<file path="src/rtl/flap_pkg.sv">
// Shared types and 100 MHz defaults for the flap button conditioner.
package flap_pkg;

  localparam int unsigned DEBOUNCE_10MS = 1_000_000;
  localparam int unsigned COOLDOWN_20MS = 2_000_000;

  typedef enum logic [1:0] {
    StReleased,
    StPressWait,
    StPressed,
    StReleaseWait
  } flap_state_t;

  // Bits needed to hold 0..max_val; never narrower than one bit so a zero maximum stays legal.
  function automatic int unsigned cnt_width(input int unsigned max_val);
    return (max_val < 1) ? 1 : $clog2(max_val + 1);
  endfunction

endpackage

</file>
<file path="src/rtl/btn_sync2.sv">
// Two-flop synchronizer for asynchronous board inputs.
module btn_sync2 #(
  parameter logic ResetValue = 1'b0
) (
  input  logic clk,
  input  logic rst,
  input  logic d_i,
  output logic q_o
);

  logic meta_q;
  logic sync_q;

  // Shift the raw pin through two flops to settle metastability.
  always_ff @(posedge clk) begin
    if (rst) begin
      meta_q <= ResetValue;
      sync_q <= ResetValue;
    end else begin
      meta_q <= d_i;
      sync_q <= meta_q;
    end
  end

  assign q_o = sync_q;

endmodule

</file>
<file path="src/rtl/flap_button.sv">
// Turns a raw, bouncy push-button into one single-cycle flap strobe per accepted press,
// with a minimum spacing between strobes.
module flap_button
  import flap_pkg::*;
#(
  parameter int unsigned DEBOUNCE_CYCLES = DEBOUNCE_10MS,
  parameter int unsigned COOLDOWN_CYCLES = COOLDOWN_20MS,
  parameter bit          ACTIVE_LOW      = 1'b0
) (
  input  logic       clk,
  input  logic       rst,
  input  logic       btn_in,
  input  logic       enable,
  output logic       flap,
  output logic       pressed,
  output logic [7:0] flap_count,
  output logic [7:0] drop_count
);

  localparam int unsigned DcntW = cnt_width(DEBOUNCE_CYCLES);
  localparam int unsigned CoolW = cnt_width(COOLDOWN_CYCLES);
  localparam logic [DcntW-1:0] DcntMax  = DcntW'(DEBOUNCE_CYCLES);
  localparam logic [CoolW-1:0] CoolLoad = CoolW'(COOLDOWN_CYCLES);

  logic btn_raw;
  logic s;

  flap_state_t      state_q, state_d;
  logic [DcntW-1:0] dcnt_q, dcnt_d;
  logic [CoolW-1:0] cool_q, cool_d;
  logic             flap_q, flap_d;
  logic [7:0]       flap_count_q, flap_count_d;
  logic [7:0]       drop_count_q, drop_count_d;
  logic             accept;
  logic             emit;

  assign btn_raw = btn_in ^ ACTIVE_LOW;

  btn_sync2 #(
    .ResetValue(1'b0)
  ) u_sync (
    .clk(clk),
    .rst(rst),
    .d_i(btn_raw),
    .q_o(s)
  );

  // Debounce FSM: a level change is accepted only after DEBOUNCE_CYCLES stable samples.
  always_comb begin
    state_d = state_q;
    dcnt_d  = dcnt_q;
    accept  = 1'b0;
    unique case (state_q)
      StReleased: begin
        if (s) begin
          state_d = StPressWait;
          dcnt_d  = DcntW'(1);
        end
      end
      StPressWait: begin
        if (!s) begin
          state_d = StReleased;
          dcnt_d  = '0;
        end else if (dcnt_q == DcntMax) begin
          state_d = StPressed;
          dcnt_d  = '0;
          accept  = 1'b1;
        end else begin
          dcnt_d = dcnt_q + DcntW'(1);
        end
      end
      StPressed: begin
        if (!s) begin
          state_d = StReleaseWait;
          dcnt_d  = DcntW'(1);
        end
      end
      StReleaseWait: begin
        if (s) begin
          state_d = StPressed;
          dcnt_d  = '0;
        end else if (dcnt_q == DcntMax) begin
          state_d = StReleased;
          dcnt_d  = '0;
        end else begin
          dcnt_d = dcnt_q + DcntW'(1);
        end
      end
      default: begin
        state_d = StReleased;
        dcnt_d  = '0;
      end
    endcase
  end

  // Emit/drop decision, cooldown countdown and statistics.
  always_comb begin
    emit         = accept && enable && (cool_q == '0);
    flap_d       = emit;
    flap_count_d = flap_count_q;
    drop_count_d = drop_count_q;
    cool_d       = cool_q;
    if (emit) begin
      flap_count_d = flap_count_q + 8'd1;
      cool_d       = CoolLoad;
    end else begin
      // Dropped presses do not restart the cooldown.
      if (cool_q != '0) begin
        cool_d = cool_q - CoolW'(1);
      end
      if (accept && (drop_count_q != 8'hFF)) begin
        drop_count_d = drop_count_q + 8'd1;
      end
    end
  end

  // State and counter registers with synchronous reset.
  always_ff @(posedge clk) begin
    if (rst) begin
      state_q      <= StReleased;
      dcnt_q       <= '0;
      cool_q       <= '0;
      flap_q       <= 1'b0;
      flap_count_q <= 8'd0;
      drop_count_q <= 8'd0;
    end else begin
      state_q      <= state_d;
      dcnt_q       <= dcnt_d;
      cool_q       <= cool_d;
      flap_q       <= flap_d;
      flap_count_q <= flap_count_d;
      drop_count_q <= drop_count_d;
    end
  end

  assign flap       = flap_q;
  assign pressed    = (state_q == StPressed) || (state_q == StReleaseWait);
  assign flap_count = flap_count_q;
  assign drop_count = drop_count_q;

endmodule

</file>
<file path="config.mk">
export PLATFORM = sky130hd
export DESIGN_NAME = flap_button
export DESIGN_NICKNAME = d
export VERILOG_FILES = /design/src/rtl/flap_pkg.sv /design/src/rtl/btn_sync2.sv /design/src/rtl/flap_button.sv
export SDC_FILE = /design/constraint.sdc
export NUM_CORES = 1
export LEC_CHECK = 0
export CAP_MARGIN = 15
export CORE_MARGIN = 2
export CORE_UTILIZATION = 60
export DETAILED_ROUTE_END_ITERATION = 12
export PLACE_DENSITY_LB_ADDON = 0.08
export SYNTH_ARGS = -nofsm -noshare
export SYNTH_HDL_FRONTEND = slang
export SYNTH_HIERARCHICAL = 1
export SYNTH_SLANG_ARGS = --single-unit
</file>
<file path="constraint.sdc">
create_clock -name clk -period 4.55 [get_ports clk]
set_input_delay 0.91 -clock clk [delete_from_list [all_inputs] [get_ports clk]]
set_output_delay 0.91 -clock clk [all_outputs]
set_load 0.05 [all_outputs]
</file>
==> flow_summary.yaml, run 1 <==
outcome:
  outcome: "completed"
clock_tree:
  hold_buffers: 0
  clk_pin_slew_worst_paths_ns: 0.07
  cts_tree: "built"
  ctsResizeCount: 0
  clkLatencyLatePin_ns: 0.33
  postCtsSetupBuffers: 0
  cts_buffer_depth: 2
  h-tree-depth: 3
  cts_made_buffers: 9
  cts-root-buf: "clkbuf_8"
  clkSinkCount: 62
routing:
  routedWlPerCell_um: 14.04
  drt_wl_total_mm: 6.488
  drc: 0
  drt_pass1_iterations: 4
  drt-initial-drc-count: 171
  vias: 2789
  viasPerCell: 6.037
  ant_nets: 0
synthesis:
  synth_nets: 379
  ys_seq_area_share_pct: 40.37
  ys_top_cells_by_count: "dfxtp_1 (62), nor2_1 (42), a21oi_1 (29)"
  synth_cell_types: 51
  synth.largest_area_cell: "dfxtp_1"
  yosys_warnings: 6
  yosysMostFrequentCell: "dfxtp_1"
  synth_area_leaders: "dfxtp_1 (40%), nor2_1 (5.1%), a21oi_1 (4.7%), nand3_1 (3.7%), xnor2_1 (3.7%)"
  synth.avg_cell_area_um2: 8.309
  synth-seq-cells: 62
  synth_top_area_share_pct: 40.37
  synthArstFlopShare_pct: 0
  synthFlopType: "dfxtp_1"
  synth_edf_count: 0
  synthCells: 370
  syn_area_um2: 3074
placement:
  dp_hpwl_mm: 4.576
  port_buffers: 21
  place_ws_ns: 1.725
  globalplace.congestion: 0.8850
critical_path:
  r2r_cells: 7
  startpoint_type: "register"
  rr_startpoint: "dcnt_q[0]"
  endpoint: "cool_q[4]"
  worstSetupEndpointType: "register"
  cp.arrival_ns: 3.07
  rrSetupSlack_ns: 1.70
  reg2reg_to: "cool_q[4]"
  cp_max_fo: 14
  cp-startpoint: "dcnt_q[0]"
  critical_path_class: "register to register"
  required_ns: 4.76
timing:
  worstMarginPinSlew_ns: 0.8693
  slew_headroom_pct: 41.60
  fin_skew_ns: 0.005492
  setup_viol: 0
  min_period_ns: 2.854
  finalSetupTns_ns: 0
  max_freq_ghz: 0.3503
  slew_viol_final: 0
  finalHoldViolations: 0
  worst_slack_ns: 1.696
  fin_crit_sh_pct: 62.73
  rsz0062_at_grt: "no"
global_routing:
  met3_usage_pct: 6.481
  antenna_found_initial: 0
  grt_util_all_layers_pct: 24.03
  top_usage_layer: "met2"
  grt_pass1_wl_mm: 10.59
  grt_pass1_vias: 2431
  met1_usage_pct: 30.50
  use_met2_pct: 39.23
  grt_max_degree: 35
  grt_overflow: 0
job:
  maxCapViolCount: 0
layout:
  nets: 397
  num_antenna_cells: 0
  fillCellCount: 431
  syn_to_final_growth_pct: 13.63
  drive_gt1_share_pct: 6.888
die:
  io_pins: 22
  fp.coreArea_um2: 5010
  die_h_um: 75.58
  row_count: 26
  die_w_um: 75.58
  start_util_pct: 61.36
  die_area_um2: 5712
pwr:
  p_leak_nw: 1.201
  fin_total_pwr_mw: 1.778
  pwr_density_cell_nw_per_um2: 509.0
  vdd_drop_max_mv: 0.6461
worst_hold_path:
  worstHoldPathType: "register to register"
[worst max-delay path, cell delays in order, from the launching register on]
cell     delay, ns
dfxtp_1       0.33
inv_1         0.10
ha_1          0.14
or4b_1        0.49
nor4_1        0.57
and4_1        0.64
or2_2         0.37
nor2_1        0.09
[through the flow]
step | hold WS [ns] | area [um2] | util [%] | instances
floorplan | 0.4138 | 3074 | - | 370
global placement | 0.4380 | 3319 | 66.26 | 447
detailed placement | 0.4325 | 3319 | 66.26 | 447
CTS | 0.4584 | 3493 | 69.73 | 462
global route | 0.4945 | 3493 | 69.73 | 462
finish | 0.4622 | 3493 | 69.73 | 462
[layer usage]
metal	vias up	share of wire (%)
met3	8	3.5
met5	-	0
met2	46	49
met1	1316	47
met4	0	1.0
li1	1419	-
[placed cells by master, fill, tap and decap left out, drive strengths merged, types with 2 or more instances in the layout]
master,n
xor2,2
a31oi,14
nand4,7
or4b,3
nor3,14
mux2i,2
or3,11
ha,5
clkinv,3
nor2,42
clkbuf,11
o311ai,2
a21oi,29
nor4b,2
mux2,2
nand4b,2
nand2,26
clkdlybuf4s50,21
xnor2,13
dfxtp,62
and3,7
nand2b,7
and4,2
or4,9
nor2b,5
a211oi,8
o21ai,10
nor4,12
o31ai,4
buf,2
o211ai,2
a2111oi,3
nand3,23
a311oi,2
inv,9
[state kept, by name, indices dropped and copies added (netlist names), named ones only]
| signal | count |
|---|---|
| flap_count | 8 |
| flap | 1 |
| drop_count | 8 |
| u_sync/q_o | 1 |
| state_q | 1 |
| u_sync/meta_q | 1 |
| cool_q | 21 |
| dcnt_q | 20 |
[power by group]
part           internal (mW)  switching [mW]
clock                  0.221           0.205
combinational          0.258           0.413
sequential             0.612          0.0694
[worst min path at each step]
stage	start	endpoint	slack, ns	cells past startpoint
2_1_floorplan	u_sync/meta_q	u_sync/q_o	0.41	1
3_3_place_gp	u_sync/meta_q	u_sync/q_o	0.44	1
3_5_place_dp	u_sync/meta_q	u_sync/q_o	0.43	1
4_1_cts	u_sync/meta_q	u_sync/q_o	0.46	1
5_1_grt	u_sync/meta_q	u_sync/q_o	0.49	1
6_report	u_sync/meta_q	u_sync/q_o	0.46	1
[area by class of cell]
cell class | instances | area (um2) | area share [%]
Sequential cell | 62 | 1241 | 35.53
Multi-Input combinational cell | 283 | 1732 | 49.57
Inverter | 9 | 33.78 | 0.9670
Timing Repair Buffer | 23 | 225.2 | 6.447
Clock buffer | 11 | 151.4 | 4.334
Tap cell | 70 | 87.58 | 2.507
Clock inverter | 4 | 22.52 | 0.6447
[logic make-up (layout without fill, tap and decap cells)]
logic type / Yosys count / count (layout) / share of synthesized area, %
xor gates and xnor gates: 15 / 15 / 4.274
and+or+nand+nor: 176 / 176 / 31.26
adders and majority gates: 5 / 5 / 2.035
AOI/OAI and AO/OA: 83 / 83 / 17.22
DFF: 62 / 62 / 40.37
muxes: 4 / 4 / 1.384
buffers and inverters: 25 / 47 / 3.459
Power figures use the tool's default switching activity.
==> inputs of run 2 (changes only) <==
--- a/config.mk
+++ b/config.mk
@@ -7,7 +7,7 @@
 export LEC_CHECK = 0
 export CAP_MARGIN = 15
 export CORE_MARGIN = 2
-export CORE_UTILIZATION = 60
+export CORE_UTILIZATION = 53
 export DETAILED_ROUTE_END_ITERATION = 12
 export PLACE_DENSITY_LB_ADDON = 0.08
 export SYNTH_ARGS = -nofsm -noshare
==> constraint.sdc (replaced) <==
create_clock -name clk -period 2.5 [get_ports clk]
set_input_delay 0.5 -clock clk [delete_from_list [all_inputs] [get_ports clk]]
set_output_delay 0.5 -clock clk [all_outputs]
set_load 0.05 [all_outputs]
==> run 2 against run 1 <==
Fmax rose by 15%. Largest cell class unchanged. Highest routed layer unchanged. Worst setup slack got worse by 1.7 ns. Worst hold slack got worse by 0.025 ns. Critical path type unchanged. Critical path depth rose by 1. Global-route usage rose by 0.78 points. Largest power group is now combinational cells.
==> flow_summary.yaml, run 2 (synthesized netlist as in run 1, its figures left out) <==
die:
  die_area_um2: 6426
  row_count: 27
  die_w_um: 80.16
  die_h_um: 80.16
  io_pins: 22
  start_util_pct: 55.49
  fp.coreArea_um2: 5540
timing:
  worst_slack_ns: 0.01274
  slew_viol_final: 0
  setup_viol: 0
  fin_skew_ns: 0.008315
  whs_ns: 0.4371
  rsz0062_at_grt: "yes"
  max_freq_ghz: 0.4020
  finalSetupTns_ns: 0
  slew_headroom_pct: 60.86
  finalHoldViolations: 0
  min_period_ns: 2.487
  fin_crit_sh_pct: 99.49
  worstMarginPinSlew_ns: 0.5817
layout:
  fin_cells: 498
  syn_to_final_growth_pct: 26.09
  top_register: "cool_q"
  reg_top3: "cool_q x21, dcnt_q x20"
  finalInstanceArea_um2: 3876
  largest_register_ffs: 21
  layout_common_cells: "dfxtp_1 (61), nor2_1 (42), buf_4 (32)"
  nets: 430
  final_common_cell: "dfxtp_1"
  drive_gt1_share_pct: 16.20
  num_antenna_cells: 0
placement:
  dpl_cell_area_um2: 3557
  port_buffers: 21
  place_ws_ns: -0.07426
  globalplace.congestion: 0.8998
  dp.cells: 477
  dp_hpwl_mm: 4.888
routing:
  drc: 0
  viasPerCell: 5.886
  drt-initial-drc-count: 172
  ant_nets: 0
  vias: 2931
  routedWlPerCell_um: 14.94
  drt_pass1_iterations: 5
  drt_wl_total_mm: 7.441
critical_path:
  crit_family: "simple AND/OR/NAND/NOR gates"
  cp.arrival_ns: 2.77
  cp_max_fo: 7
  crit_buf_inv: 2
  critical_path_class: "register to register"
  worstSetupEndpointType: "register"
  crit_path_top_delay_cell: "or4_1"
  startpoint_type: "register"
  cp_slowest_stage_delay_ns: 0.48
  path_cells: "inv_2 > ha_1 > or4b_4 > or4_1 > a311o_2 > buf_6 > or3_4 > a21oi_2"
  required_ns: 2.78
worst_hold_path:
  worstHoldPathType: "register to register"
global_routing:
  grt_overflow: 0
  grt_pass1_wl_mm: 12.44
  antenna_found_initial: 0
  grt_max_degree: 38
  grt_util_all_layers_pct: 24.81
  grt_pass1_vias: 2813
clock_tree:
  cts_buffer_depth: 2
  clkLatencyLatePin_ns: 0.35
  clkSinkCount: 62
  h-tree-depth: 3
  cts-root-buf: "clkbuf_8"
  cts_tree: "built"
  hold_buffers: 0
  clk_pin_slew_worst_paths_ns: 0.06
  cts_made_buffers: 9
pwr:
  vdd_drop_max_mv: 0.6514
  pwr_density_cell_nw_per_um2: 986.7
  p_leak_nw: 1.413
outcome:
  outcome: "completed"
job:
  maxCapViolCount: 0
==> run 2: cell type report <==
cell class | count | area (um2)
Clock inverter | 3 | 90.09
Sequential cell | 62 | 1242
Tap cell | 72 | 90.09
Fill cell | 483 | 1664
Multi-Input combinational cell | 283 | 1759
Inverter | 9 | 33.78
Timing Repair Buffer | 56 | 501.7
Clock buffer | 13 | 158.9
==> run 2: per-layer routing <==
layer,track usage [%],up-vias,wire [um]
li1,-,1481,-
met2,38.67,54,3347
met4,10.85,0,157
met1,33.17,1384,3655
met5,0,-,0
met3,5.056,12,281
==> run 2: stage by stage <==
stage	utilization, %	total power [mW]
after global placement	64.21	2.682
after detailed placement	64.21	2.704
final	69.96	3.825
after CTS	69.40	3.824
after global routing	69.96	4.050
after floorplan	-	2.246
==> run 2: final timing paths <==
check / from / endpoint / slack [ns] / cells after the start
max: dcnt_q[0] / drop_count[3] / 0.01 / 8
max reg2reg: dcnt_q[0] / drop_count[3] / 0.01 / 8
min: u_sync/meta_q / u_sync/q_o / 0.44 / 1
min reg2reg: u_sync/meta_q / u_sync/q_o / 0.44 / 1
==> run 2: worst register-to-register path: stages (launching register included) <==
cell     delay (ns)
dfxtp_2        0.33
inv_2          0.05
ha_1           0.13
or4b_4         0.46
or4_1          0.48
a311o_2        0.39
buf_6          0.15
or3_4          0.32
a21oi_2        0.13
==> run 2: power by group <==
| part | switching, mW | internal, mW | leakage (nW) |
|---|---|---|---|
| logic | 0.823 | 0.653 | 0.786 |
| clock network | 0.389 | 0.718 | 0.124 |
| registers | 0.129 | 1.11 | 0.503 |
==> run 2: repair_timing <==
| item | 4_1_cts | 5_1_grt |
|---|---|---|
| setup buffers | 4 | 1 |
| pin swaps | 3 | 3 |
| endpoints found under the setup margin | 4 | 29 |
| gates resized for setup | 4 | 11 |
==> inputs of run 3 (changes only) <==
--- a/config.mk
+++ b/config.mk
@@ -6,7 +6,7 @@
 export NUM_CORES = 1
 export LEC_CHECK = 0
 export CAP_MARGIN = 15
-export CORE_MARGIN = 2
+export CORE_MARGIN = 1.5
 export CORE_UTILIZATION = 53
 export DETAILED_ROUTE_END_ITERATION = 12
 export PLACE_DENSITY_LB_ADDON = 0.08
==> constraint.sdc (replaced) <==
create_clock -name clk -period 2.5 [get_ports clk]
set_input_delay 0.375 -clock clk [delete_from_list [all_inputs] [get_ports clk]]
set_output_delay 0.375 -clock clk [all_outputs]
set_load 0.05 [all_outputs]
==> run 3 against run 2 <==
The flow now finishes with violations (negative setup slack). Clock power decreased by 9%. Non-clock buffer count unchanged. Sequential share of layout area increased by 0.10 points. Via count increased by 1.7%. Largest cell class unchanged. Worst hold slack improved by 0.0081 ns.
==> flow_summary.yaml, run 3 (synthesized netlist as in run 1, its figures left out) <==
outcome:
  outcome: "finished, violations left"
  violations: "negative setup slack"
timing:
  setup_viol: 2
  min_period_ns: 2.506
  whs_ns: 0.4453
  slew_viol_final: 0
  finalHoldViolations: 0
  fin_crit_sh_pct: 100.2
  rsz0062_at_grt: "yes"
  max_freq_ghz: 0.3991
  worstMarginPinSlew_ns: 0.6454
  fin_skew_ns: 0.009066
  slew_headroom_pct: 56.58
  worst_slack_ns: -0.005779
layout:
  finalInstanceArea_um2: 3864
  nets: 431
  fin_cells: 499
  layout_common_cells: "dfxtp_1 (61), nor2_1 (42), buf_4 (34)"
  drive_gt1_share_pct: 16.86
  fillCellCount: 481
  top_register: "cool_q"
  syn_to_final_growth_pct: 25.68
  final_common_cell: "dfxtp_1"
  num_antenna_cells: 0
  reg_top3: "cool_q x21, dcnt_q x20"
  multi_input_area_um2: 1779
  largest_register_ffs: 21
  regArea_um2: 1242
placement:
  globalplace.congestion: 0.9133
  port_buffers: 21
  dpl_cell_area_um2: 3567
  place_ws_ns: -0.08662
  dp.cells: 480
  dp_hpwl_mm: 5.018
clock_tree:
  cts_buffer_depth: 2
  hold_buffers: 0
  h-tree-depth: 3
  clkSinkCount: 62
  cts-root-buf: "clkbuf_8"
  cts_made_buffers: 9
  clk_pin_slew_worst_paths_ns: 0.07
  clkLatencyLatePin_ns: 0.35
  cts_tree: "built"
die:
  die_w_um: 79.16
  die_h_um: 79.16
  die_area_um2: 6266
  io_pins: 22
  start_util_pct: 55.49
  fp.coreArea_um2: 5540
  row_count: 27
routing:
  vias: 2982
  drt_pass1_iterations: 4
  drt-initial-drc-count: 233
  drt_wl_total_mm: 7.516
  drc: 0
  viasPerCell: 5.976
  routedWlPerCell_um: 15.06
  ant_nets: 0
critical_path:
  cp_max_fo: 7
  cp.arrival_ns: 2.79
  required_ns: 2.78
  critical_path_class: "register to register"
  worstSetupEndpointType: "register"
  startpoint_type: "register"
pwr:
  power_switching_mw: 1.374
  p_int_mw: 2.375
  pwr-share-seq_pct: 33.2
  p_leak_nw: 1.402
  fin_total_pwr_mw: 3.749
  switching_share_pct: 36.66
  pwr-share-comb_pct: 39.9
  clockPowerShare_pct: 26.9
  vdd_drop_max_mv: 0.7279
  pwr_density_cell_nw_per_um2: 970.3
job:
  maxCapViolCount: 0
global_routing:
  grt_pass1_wl_mm: 12.84
  grt_max_degree: 38
  grt_util_all_layers_pct: 26.30
  antenna_found_initial: 0
  grt_overflow: 0
  grt_pass1_vias: 2755
worst_hold_path:
  worstHoldPathType: "register to register"
## run 3: worst paths after layout
check | startpoint | end | slack (ns) | cells after the start
setup reg to reg | dcnt_q[0] | drop_count[7] | -0.006 | 7
hold / removal | u_sync/meta_q | u_sync/q_o | 0.45 | 1
hold reg to reg | u_sync/meta_q | u_sync/q_o | 0.45 | 1
setup / recovery | dcnt_q[0] | drop_count[7] | -0.006 | 7
## run 3: area by class of cell
cell class	instances	area share, %
Inverter	9	0.8744
Multi-Input combinational cell	284	46.05
Sequential cell	62	32.16
Clock buffer	11	3.918
Tap cell	72	2.332
Clock inverter	5	2.105
Timing Repair Buffer	56	12.56
## run 3: per-stage QoR
stage / utilization, % / setup TNS (ns)
2_1_floorplan: - / 0
3_3_place_gp: 64.39 / -0.05950
3_5_place_dp: 64.39 / -0.2951
4_1_cts: 69.33 / -0.03037
5_1_grt: 69.74 / -0.2023
6_report: 69.74 / -0.009102
## run 3: what timing repair did
item / CTS / global route
gates resized for setup: 4 / 9
cloned: 1 / 0
pin swaps: 2 / 1
setup endpoints to repair: 6 / 27
setup buffers: 2 / 0
## run 3: power groups by stage
stage	clock network, mW	logic, mW	registers [mW]
floorplan	0	1.02	1.23
global placement	0	1.38	1.25
detailed placement	0	1.40	1.26
CTS	1.03	1.45	1.24
global route	1.07	1.64	1.26
finish	1.01	1.49	1.24
## run 3: per-layer routing
layer  vias to the layer above  GRT usage (%)  wire length, um
met5                         -              0                0
met4                         0          7.544              116
met3                        12          7.701              401
met2                        76          40.77             3463
met1                      1405          35.44             3535
li1                       1489              -                -
## run 3: worst max-delay path, stage by stage (launching register included)
cell and delay (ns):
dfxtp_2 0.32, inv_2 0.05, ha_2 0.15, or4b_4 0.47
or4_4 0.50, a311o_2 0.39, or4_1 0.41, a21oi_1 0.15
